[src/rtl/mem_arb_pkg.sv]
// Shared definitions for the instruction/data memory arbiter:
// the FSM state encoding and the default bus widths.
package mem_arb_pkg;

  localparam int ADDR_W_DEF = 16;
  localparam int DATA_W_DEF = 16;

  typedef enum logic [2:0] {
    IDLE = 3'd0,
    I_RD = 3'd1,
    D_RD = 3'd2,
    D_WR = 3'd3,
    DONE = 3'd4
  } arb_state_e;

endpackage

[src/rtl/mem_arb_fsm.sv]
// Grant and sequencing FSM for mem_arbiter: data port has strict priority,
// one access in flight at a time, one-cycle DONE that pulses the served valid.
module mem_arb_fsm
  import mem_arb_pkg::*;
(
  input  logic clk,
  input  logic rst_n,
  input  logic if_req,
  input  logic dm_req,
  input  logic dm_wr,
  input  logic mem_rvalid,
  output logic grant,
  output logic grant_dm,
  output logic grant_wr,
  output logic rdata_load,
  output logic if_valid,
  output logic dm_valid
);

  arb_state_e state_q, state_d;
  logic       served_dm_q, served_dm_d;

  always_ff @(posedge clk or negedge rst_n) begin
    if (!rst_n) begin
      state_q     <= IDLE;
      served_dm_q <= 1'b0;
    end else begin
      state_q     <= state_d;
      served_dm_q <= served_dm_d;
    end
  end

  always_comb begin
    state_d     = state_q;
    served_dm_d = served_dm_q;
    grant       = 1'b0;
    grant_dm    = 1'b0;
    grant_wr    = 1'b0;
    rdata_load  = 1'b0;
    case (state_q)
      IDLE: begin
        if (dm_req) begin
          grant       = 1'b1;
          grant_dm    = 1'b1;
          grant_wr    = dm_wr;
          served_dm_d = 1'b1;
          state_d     = dm_wr ? D_WR : D_RD;
        end else if (if_req) begin
          grant       = 1'b1;
          served_dm_d = 1'b0;
          state_d     = I_RD;
        end
      end
      I_RD, D_RD: begin
        // Return strobe is only meaningful while a read is outstanding.
        if (mem_rvalid) begin
          rdata_load = 1'b1;
          state_d    = DONE;
        end
      end
      D_WR:    state_d = DONE;
      DONE:    state_d = IDLE;
      default: state_d = IDLE;
    endcase
  end

  assign if_valid = (state_q == DONE) && !served_dm_q;
  assign dm_valid = (state_q == DONE) &&  served_dm_q;

endmodule

[src/rtl/mem_arbiter.sv]
// Two-port (fetch / data) arbiter in front of a single main-memory port.
// Holds the registered memory command and the shared read-data register.
module mem_arbiter
  import mem_arb_pkg::*;
#(
  parameter int ADDR_W = ADDR_W_DEF,
  parameter int DATA_W = DATA_W_DEF
) (
  input  logic              clk,
  input  logic              rst_n,
  input  logic              if_req,
  input  logic [ADDR_W-1:0] if_addr,
  input  logic              dm_req,
  input  logic              dm_wr,
  input  logic [ADDR_W-1:0] dm_addr,
  input  logic [DATA_W-1:0] dm_wdata,
  output logic              if_stall,
  output logic              dm_stall,
  output logic              if_valid,
  output logic              dm_valid,
  output logic [DATA_W-1:0] rdata,
  output logic              mem_en,
  output logic              mem_wr,
  output logic [ADDR_W-1:0] mem_addr,
  output logic [DATA_W-1:0] mem_wdata,
  input  logic [DATA_W-1:0] mem_rdata,
  input  logic              mem_rvalid
);

  logic grant, grant_dm, grant_wr, rdata_load;

  logic              mem_en_q,    mem_en_d;
  logic              mem_wr_q,    mem_wr_d;
  logic [ADDR_W-1:0] mem_addr_q,  mem_addr_d;
  logic [DATA_W-1:0] mem_wdata_q, mem_wdata_d;
  logic [DATA_W-1:0] rdata_q,     rdata_d;

  mem_arb_fsm u_fsm (
    .clk        (clk),
    .rst_n      (rst_n),
    .if_req     (if_req),
    .dm_req     (dm_req),
    .dm_wr      (dm_wr),
    .mem_rvalid (mem_rvalid),
    .grant      (grant),
    .grant_dm   (grant_dm),
    .grant_wr   (grant_wr),
    .rdata_load (rdata_load),
    .if_valid   (if_valid),
    .dm_valid   (dm_valid)
  );

  // Command is launched on the grant edge, so mem_en covers only the first access cycle.
  always_comb begin
    mem_en_d    = grant;
    mem_wr_d    = grant_wr;
    mem_addr_d  = mem_addr_q;
    mem_wdata_d = mem_wdata_q;
    rdata_d     = rdata_q;
    if (grant) mem_addr_d = grant_dm ? dm_addr : if_addr;
    if (grant_dm) mem_wdata_d = dm_wdata;
    if (rdata_load) rdata_d = mem_rdata;
  end

  always_ff @(posedge clk or negedge rst_n) begin
    if (!rst_n) begin
      mem_en_q    <= 1'b0;
      mem_wr_q    <= 1'b0;
      mem_addr_q  <= '0;
      mem_wdata_q <= '0;
      rdata_q     <= '0;
    end else begin
      mem_en_q    <= mem_en_d;
      mem_wr_q    <= mem_wr_d;
      mem_addr_q  <= mem_addr_d;
      mem_wdata_q <= mem_wdata_d;
      rdata_q     <= rdata_d;
    end
  end

  assign mem_en    = mem_en_q;
  assign mem_wr    = mem_wr_q;
  assign mem_addr  = mem_addr_q;
  assign mem_wdata = mem_wdata_q;
  assign rdata     = rdata_q;

  assign if_stall = if_req & ~if_valid;
  assign dm_stall = dm_req & ~dm_valid;

endmodule

[config.mk]
export PLATFORM = sky130hd
export DESIGN_NAME = mem_arbiter
export DESIGN_NICKNAME = d
export VERILOG_FILES = /design/src/rtl/mem_arb_pkg.sv /design/src/rtl/mem_arb_fsm.sv /design/src/rtl/mem_arbiter.sv
export SDC_FILE = /design/constraint.sdc
export NUM_CORES = 1
export LEC_CHECK = 0
export CAP_MARGIN = 0
export CORE_MARGIN = 5
export CORE_UTILIZATION = 42
export DETAILED_ROUTE_END_ITERATION = 16
export PLACE_DENSITY = 0.85
export SYNTH_ARGS = -nofsm -noshare
export SYNTH_HDL_FRONTEND = slang
export SYNTH_SLANG_ARGS = --single-unit
[constraint.sdc]
create_clock -name clk -period 3.6 [get_ports clk]
set_input_delay 0.54 -clock clk [delete_from_list [all_inputs] [get_ports clk]]
set_output_delay 0.54 -clock clk [all_outputs]
set_load 0.03 [all_outputs]
# Yosys cells after proc, flatten, opt, wreduce, memory -nomap -nowiden
# Cells that the tools add are included.
word_totals:
  ff_bits: 54
  output_inout_bits: 54
  wordCells: 42
classes:
  eq_ne: 6
  n_mux: 17
  n_bitwise: 4
  reduce_logical: 8
op_table:
  columns: ["op", "n"]
  rows:
  - ["two-way mux 16 bit", 1]
  - ["two-way mux 1 bit", 12]
  - ["two-way mux 3 bit", 3]
  - ["case mux 3 bit (3 select lines)", 1]
  - ["== test 3 x 2 -> 1 bit, second input constant", 2]
  - ["AND reduction 2 bit", 2]
  - ["== test 3 x 1 -> 1 bit, second input constant", 1]
  - ["== test 3 bit, second input constant", 1]
  - ["logical NOT 3 bit", 1]
  - ["!= test 3 bit, second input constant", 1]
  - ["AND 1 bit", 2]
  - ["logical AND 1 bit", 2]
  - ["!= test 2 bit, second input constant", 1]
  - ["inverter 1 bit", 2]
  - ["nonzero test 2 bit", 1]
  - ["OR reduction 2 bit", 1]
  - ["logical NOT 1 bit", 1]

# Logic depth before layout (Yosys ltp)
# Gate-level depths: netlist (run 1).
depth:
  depth_word: 4
  mapped_depth: 6

# Hierarchy
# A second synthesis (run 1) with hierarchy kept.
unflattened:
  hier_cells: 165
  area_unflattened_um2: 2363.5
by_module_without_submodules:
  columns: ["mod", "instances", "cells_each", "area_each_um2", "seq_area_each_um2"]
  rows:
  - ["mem_arbiter", 1, 141, 2113.3, 1251.2]
  - ["mem_arb_fsm", 1, 24, 250.2, 100.1]

# Least setup slack after synthesis (run 1)
# Ideal clock, no wire load.
synth_path:
  kind: "flip-flop to output port"
  start: "register u_fsm.state_q[0]"
  end: "output dm_stall"
  arrival_ps: 2149
  setup_slack_ps: 911
  stages_incl_launch_ff: 4
  path_buffers: 1
  path_cell_list: "dfrtp_1 > buf_4 > nor4b_1 > nor2_1"
synth_via:
  elab_chain_len: 4
synth_lines:
  columns: ["element", "line", "source"]
  rows:
  - ["start: declaration", "mem_arb_fsm.sv:20", "arb_state_e state_q, state_d;"]
  - ["start signal: assignment", "mem_arb_fsm.sv:28", "state_q <= state_d;"]
  - ["== test 3 bit", "mem_arb_fsm.sv:68", "assign dm_valid = (state_q == DONE) && served_dm_q;"]
  - ["logical AND 1 bit", "mem_arb_fsm.sv:68", null]
  - ["via dm_valid", "mem_arbiter.sv:20", "output logic dm_valid,"]
  - ["inverter 1 bit", "mem_arbiter.sv:88", "assign dm_stall = dm_req & ~dm_valid;"]
  - ["AND 1 bit", "mem_arbiter.sv:88", null]
  - ["end: declaration", "mem_arbiter.sv:18", "output logic dm_stall,"]
# The timed path passes the listed nets, and every way through them passes these cells.

# Final worst setup path (run 1)
layout_path:
  start: "input dm_req"
  end: "output dm_stall"
layout_via:
  elab_chain_len: 1
layout_lines:
  columns: ["element", "line", "source"]
  rows:
  - ["start: declaration", "mem_arbiter.sv:13", "input logic dm_req,"]
  - ["AND 1 bit", "mem_arbiter.sv:88", null]
# No other way between the ends.

==> results of run 1 <==
==> sequential cells by signal (all words and copies together) (netlist names) <==
register	flops
u_fsm.state_q	3
mem_wdata	16
mem_wr	1
u_fsm.served_dm_q	1
mem_en	1
mem_addr	16
rdata	16
==> critical path: stages <==
cell and delay [ns]:
clkdlybuf4s50_1 0.56, clkinv_1 0.10, buf_4 0.21, nor2_1 0.11, clkdlybuf4s50_1 0.67
==> path summary, 6_finish.rpt <==
kind,cells past startpoint,slack [ns],from,endpoint
max,5,0.86,dm_req,dm_stall
min,1,0.31,rst_n,mem_addr[15]
max reg2reg,3,1.57,u_fsm.state_q[0],rdata[10]
min reg2reg,1,0.49,rdata[1],rdata[1]
max in group asynchronous,2,2.53,rst_n,mem_addr[3]
min in group clk,1,0.49,rdata[1],rdata[1]
==> cell type report <==
cell class,count,area [um2],area share (%)
clock buffer,6,82.6,2.25
multi-input combinational,102,863,23.5
inverter,2,7.51,0.204
sequential,54,1350,36.8
tap,72,90.1,2.45
timing repair buffer,128,1260,34.4
clock inverter,2,12.5,0.341
==> report_power, final <==
| part | switching, W | internal, W | total [W] |
|---|---|---|---|
| sequential | 0.000221 | 0.000914 | 0.00113 |
| clock | 0.000188 | 0.000155 | 0.000343 |
| combinational | 0.00104 | 0.000885 | 0.00192 |
==> cells by family (layout without fill, tap and decap cells) <==
family | Yosys count | in the layout | share of synthesized area, %
buffers and inverters | 14 | 138 | 4.01
AOI/OAI and AO/OA | 38 | 38 | 13.1
muxes | 32 | 32 | 15.6
and+or+nand+nor | 31 | 31 | 8.35
xor gates and xnor gates | 1 | 1 | 0.380
DFF | 54 | 54 | 58.6
==> per-stage QoR <==
stage | instances | power (W) | hold slack [ns] | util, %
3_5_place_dp | 358 | 0.00309 | 0.474 | 66.2
6_report | 366 | 0.00340 | 0.308 | 67.9
2_1_floorplan | 170 | 0.00231 | 0.244 | -
5_1_grt | 366 | 0.00361 | 0.366 | 67.9
3_3_place_gp | 358 | 0.00304 | 0.467 | 66.2
4_1_cts | 366 | 0.00343 | 0.332 | 67.9
==> metal layers <==
| metal | GRT usage, % | up-vias | wire length (um) |
|---|---|---|---|
| li1 | - | 886 | - |
| met1 | 22.7 | 922 | 2600 |
| met2 | 28.7 | 78 | 2990 |
| met3 | 3.55 | 13 | 346 |
| met4 | 8.04 | 0 | 190 |
| met5 | 0 | - | 0 |
==> placed cells by master (no fill, tap or decap), drive strengths merged <==
cell and instances:
inv 1, or3 1, nand2 17, clkinv 2
nor2b 2, clkdlybuf4s50 122, a32oi 16, clkinvlp 1
nor4b 4, o22ai 1, and2 1, buf 6
a21oi 1, clkbuf 6, a211oi 1, a22oi 16
mux2 32, xnor2 1, nor2 4, nor3b 1
a2111oi 2, nor3 1, dfrtp 54, o21ai 1
==> flow_summary_export.csv, run 1 <==
group,metric,value,unit
setup_path,crit_path_end_kind,"output port",
clocking,clk_latency,0.30,ns
cells_and_area,syn_to_final_growth,59.1,%
drt,postRouteWirelength,6120,um
drt,first_pass_iters,5,
global_routing,grt_pass1_wl,10000,um
global_routing,grt_antenna_before_repair,0,
sta,worst_slack,0.861,ns
clocking,cts.htree.levels,2,
outcome,run_status,"finished, final reports clean",
yosys,synthCells,170,
floorplanning,io_pins,124,
drt,route.detailed.drc,0,
drt,vias_per_cell,5.19,
yosys,synth-edff-count,0,
clocking,clk_pin_slew,0.10,ns
clocking,cts_buffers,5,
cells_and_area,drive_gt1_share,13.3,%
yosys,netlist.area_leader.share,58.6,%
clocking,cts_resized,0,
yosys,synth.most_common_cell,"dfrtp_1",
clocking,clk_path_buf_depth,2,
floorplanning,core_area,5410,um2
placement,port_buffers,123,
sta,timing.max_slew.rel_slack,41.3,%
setup_path,worst-setup-path-type,"in2out",
clocking,cts_hold_buf,0,
sta,hold_violations,0,
placement,gp_congestion,0.854,
cells_and_area,fin_area,3670,um2
sta,report.final.slew_viol_count,0,
yosys,ys_async_sr_fraction,100,%
sta,worst_pin_slew,0.877,ns
sta,fin_skew,0.0130,ns
drt,vias,1899,
clocking,clockRootBuffer,"clkbuf_8",
floorplanning,die_area,7080,um2
clocking,cts_tree,"done",
setup_path,worstPathMaxFanout,17,
drt,post_drt_wl_per_cell,16.7,um
worst_hold_path,worstHoldPathType,"in2async",
drt,ant_nets,0,
yosys,synth_seq_cells,54,
run,maxCapViolations,0,
clocking,cts.sinks,54,
yosys,syn_nets,240,
yosys,synth_top_area_cell,"dfrtp_1",
power_and_ir_drop,leakage,1.49,nW
sta,tns,0,ns
power_and_ir_drop,vdd_drop_max,0.000438,V
setup_path,worstPathRequired,3.06,ns
yosys,synthFlopType,"dfrtp_1",
yosys,ys_types,26,
sta,max_freq,365,MHz
power_and_ir_drop,pwr_density_cell,925,nW/um2
placement,place_hpwl,4660,um
setup_path,start_kind,"primary input",
floorplanning,rows,27,
sta,setup_viol,0,
floorplanning,die_w,84.1,um
floorplanning,start_util,42.7,%
cells_and_area,fill_cells,443,
yosys,syn_avg_cell_area,13.6,um2
yosys,synth_commonest_cells,"dfrtp_1, mux2_2, nand2_1, a22oi_1, a32oi_1",
floorplanning,fp.dieH,84.1,um
yosys,synth_area,2310,um2
cells_and_area,nNetsFinal,363,
placement,post-place-ws,0.853,ns
global_routing,grt_usage,17.7,%
sta,min_period_over_period,76.1,%
global_routing,grt_overflow,0,
cells_and_area,diodes,0,
yosys,synth.area.top_cells,"dfrtp_1, mux2_2, a32oi_1",
global_routing,grt_pass1_vias,1947,
drt,drtIter0Drc,63,
clocking,cts_setup_buffers,0,
setup_path,arrival,2.20,ns
yosys,ys_seq_area_share,58.6,%
sta,rsz0062_at_grt,"false",
yosys,yosys_warnings,0,
placement,postPlaceCellArea,3580,um2
global_routing,grt_max_degree,37,
sta,period_needed,2.74,ns
Power figures use the tool's default switching activity.
==> inputs of run 2 (changes only) <==
--- a/config.mk
+++ b/config.mk
@@ -7,9 +7,9 @@
 export LEC_CHECK = 0
 export CAP_MARGIN = 0
 export CORE_MARGIN = 5
-export CORE_UTILIZATION = 42
+export CORE_UTILIZATION = 35
 export DETAILED_ROUTE_END_ITERATION = 16
-export PLACE_DENSITY = 0.85
+export PLACE_DENSITY = 0.76
 export SYNTH_ARGS = -nofsm -noshare
 export SYNTH_HDL_FRONTEND = slang
 export SYNTH_SLANG_ARGS = --single-unit
==> constraint.sdc (replaced) <==
create_clock -name clk -period 2.3 [get_ports clk]
set_input_delay 0.345 -clock clk [delete_from_list [all_inputs] [get_ports clk]]
set_output_delay 0.345 -clock clk [all_outputs]
set_load 0.03 [all_outputs]
==> flow_summary_export.csv, run 2 (synthesis results as in run 1) <==
group,metric,value,unit
placement,gp_congestion,0.712,
sta,hold_violations,0,
drt,route.detailed.drc,0,
outcome,run_status,"finished, final reports clean",
drt,vias,1903,
setup_path,crit_path_end_kind,"output port",
placement,postPlaceCellArea,3640,um2
drt,post_drt_wl_per_cell,17.1,um
floorplanning,core_area,6390,um2
drt,postRouteWirelength,6420,um
power_and_ir_drop,vdd_drop_max,0.000790,V
sta,rsz0062_at_grt,"false",
global_routing,grt_util_met1,18.2,%
setup_path,slowest_delay,0.61,ns
cells_and_area,nNetsFinal,368,
setup_path,arrival,1.83,ns
sta,timing.max_slew.rel_slack,53.8,%
sta,hold_slack,0.0137,ns
drt,drtIter0Drc,57,
floorplanning,fp.dieH,91.2,um
sta,worst_pin_slew,0.694,ns
cells_and_area,fin_area,3740,um2
global_routing,grt_pass1_vias,2170,
floorplanning,start_util,36.1,%
clocking,cts_tree,"done",
setup_path,worstSetupStartpoint,"u_fsm.state_q[0]",
floorplanning,die_area,8320,um2
cells_and_area,fill_cells,532,
cells_and_area,final_cell_mix,"clkdlybuf4s50_1, dfrtp_1, mux2_2",
setup_path,start_kind,"register",
setup_path,crit_slowest_cell,"clkdlybuf4s50_1",
power_and_ir_drop,pwr_density_cell,1450,nW/um2
cells_and_area,final_common_cell,"clkdlybuf4s50_1",
setup_path,worst-setup-path-type,"reg2out",
power_and_ir_drop,leakage,1.54,nW
sta,max_freq,460,MHz
setup_path,worstPathCellList,"nor4b_2 > nor2b_1 > clkdlybuf4s50_1",
sta,report.final.slew_viol_count,0,
power_and_ir_drop,p_total,0.00544,W
drt,vias_per_cell,5.06,
floorplanning,die_w,91.2,um
setup_path,reg2reg_depth,4,
setup_path,r2r_slack,0.52,ns
setup_path,crit_family,"buffers and inverters",
clocking,cts_buffers,5,
sta,period_needed,2.18,ns
setup_path,reg2reg_from,"u_fsm.state_q[0]",
setup_path,worstPathRequired,1.96,ns
global_routing,grt_antenna_before_repair,0,
cells_and_area,diodes,0,
cells_and_area,drive_gt1_share,15.1,%
floorplanning,io_pins,124,
run,maxCapViolations,0,
clocking,clk_latency,0.31,ns
drt,first_pass_iters,4,
clocking,clockRootBuffer,"clkbuf_8",
clocking,cts_setup_buffers,0,
floorplanning,rows,29,
global_routing,grt_pass1_wl,10600,um
setup_path,worstPathMaxFanout,3,
placement,port_buffers,123,
sta,fin_skew,0.00828,ns
cells_and_area,syn_to_final_growth,62.1,%
global_routing,grt_overflow,0,
clocking,cts.sinks,54,
placement,place_hpwl,4840,um
sta,min_period_over_period,94.6,%
clocking,clk_pin_slew,0.10,ns
setup_path,worst-path-buf-inv,1,
setup_path,r2r-end,"mem_addr[8]",
global_routing,grt_max_degree,32,
sta,setup_viol,0,
cells_and_area,final_util,58.6,%
global_routing,gr-max-usage-layer,"met2",
clocking,cts.htree.levels,2,
clocking,clk_path_buf_depth,2,
drt,ant_nets,0,
global_routing,gr-usage-met3,4.21,%
worst_hold_path,worstHoldPathType,"in2async",
global_routing,grt_usage,15.4,%
global_routing,met2_usage,27.0,%
==> run 2: cell types whose count changed in the layout (fill, tap and decap cells not counted), moves of 2 or more <==
cell             previous run  this run
dlygate4sd2_1               0         2
buf_12                      0         2
clkdlybuf4s50_1           122       119
buf_4                       5         9
==> run 2: power by group <==
group / internal (W) / switching (W)
sequential: 0.00143 / 0.000289
combinational: 0.00144 / 0.00172
clock: 0.000249 / 0.000308
==> run 2: worst reg2reg max path: cells and delay by family, from the launching register on <==
kind | cells | cell delay (ns)
buf+inv | 1 | 0.19
simple gates | 2 | 0.75
flops | 1 | 0.42
compound gates | 1 | 0.31
==> run 2: metal layers <==
layer  wire length, um  up-vias
met5                 0        -
met4               117        0
met3               462       11
met2              3320       87
met1              2520      909
li1                  -      896
==> run 2: cell type report <==
type                       count  area (um2)  share of cell area (%)
sequential                    54        1350                    36.1
timing repair buffer         133        1320                    35.3
multi-input combinational    102         870                    23.2
tap                           77        96.3                    2.58
clock buffer                   7        86.3                    2.31
clock inverter                 1        8.76                   0.234
inverter                       2        7.51                   0.201
==> run 2: how the worst max path moves through the flow <==
stage / to / slack [ns] / cells past startpoint
6_report: if_stall / 0.12 / 3
5_1_grt: if_stall / 0.07 / 3
4_1_cts: if_stall / 0.13 / 3
3_5_place_dp: if_stall / 0.22 / 3
3_3_place_gp: if_stall / 0.24 / 3
2_1_floorplan: dm_stall / -0.19 / 3
==> run 2: through the flow <==
stage	TNS [ns]	std cells	setup slack [ns]
after global routing	0	376	0.0654
after detailed placement	0	368	0.224
after global placement	0	368	0.244
after floorplan	-0.387	170	-0.194
final	0	376	0.124
after CTS	0	376	0.131
==> run 2: timing repair <==
item / 4_1_cts / 5_1_grt
setup endpoints to repair: 3 / 0
resized for setup: 3 / 0
hold buffers: 0 / 0
==> inputs of run 3 (changes only) <==
--- a/config.mk
+++ b/config.mk
@@ -10,6 +10,7 @@
 export CORE_UTILIZATION = 35
 export DETAILED_ROUTE_END_ITERATION = 16
 export PLACE_DENSITY = 0.76
+export SLEW_MARGIN = 20
 export SYNTH_ARGS = -nofsm -noshare
 export SYNTH_HDL_FRONTEND = slang
 export SYNTH_SLANG_ARGS = --single-unit
==> results of run 3 <==
Same layout as run 2: the final DEF is identical, and so are final timing and power.
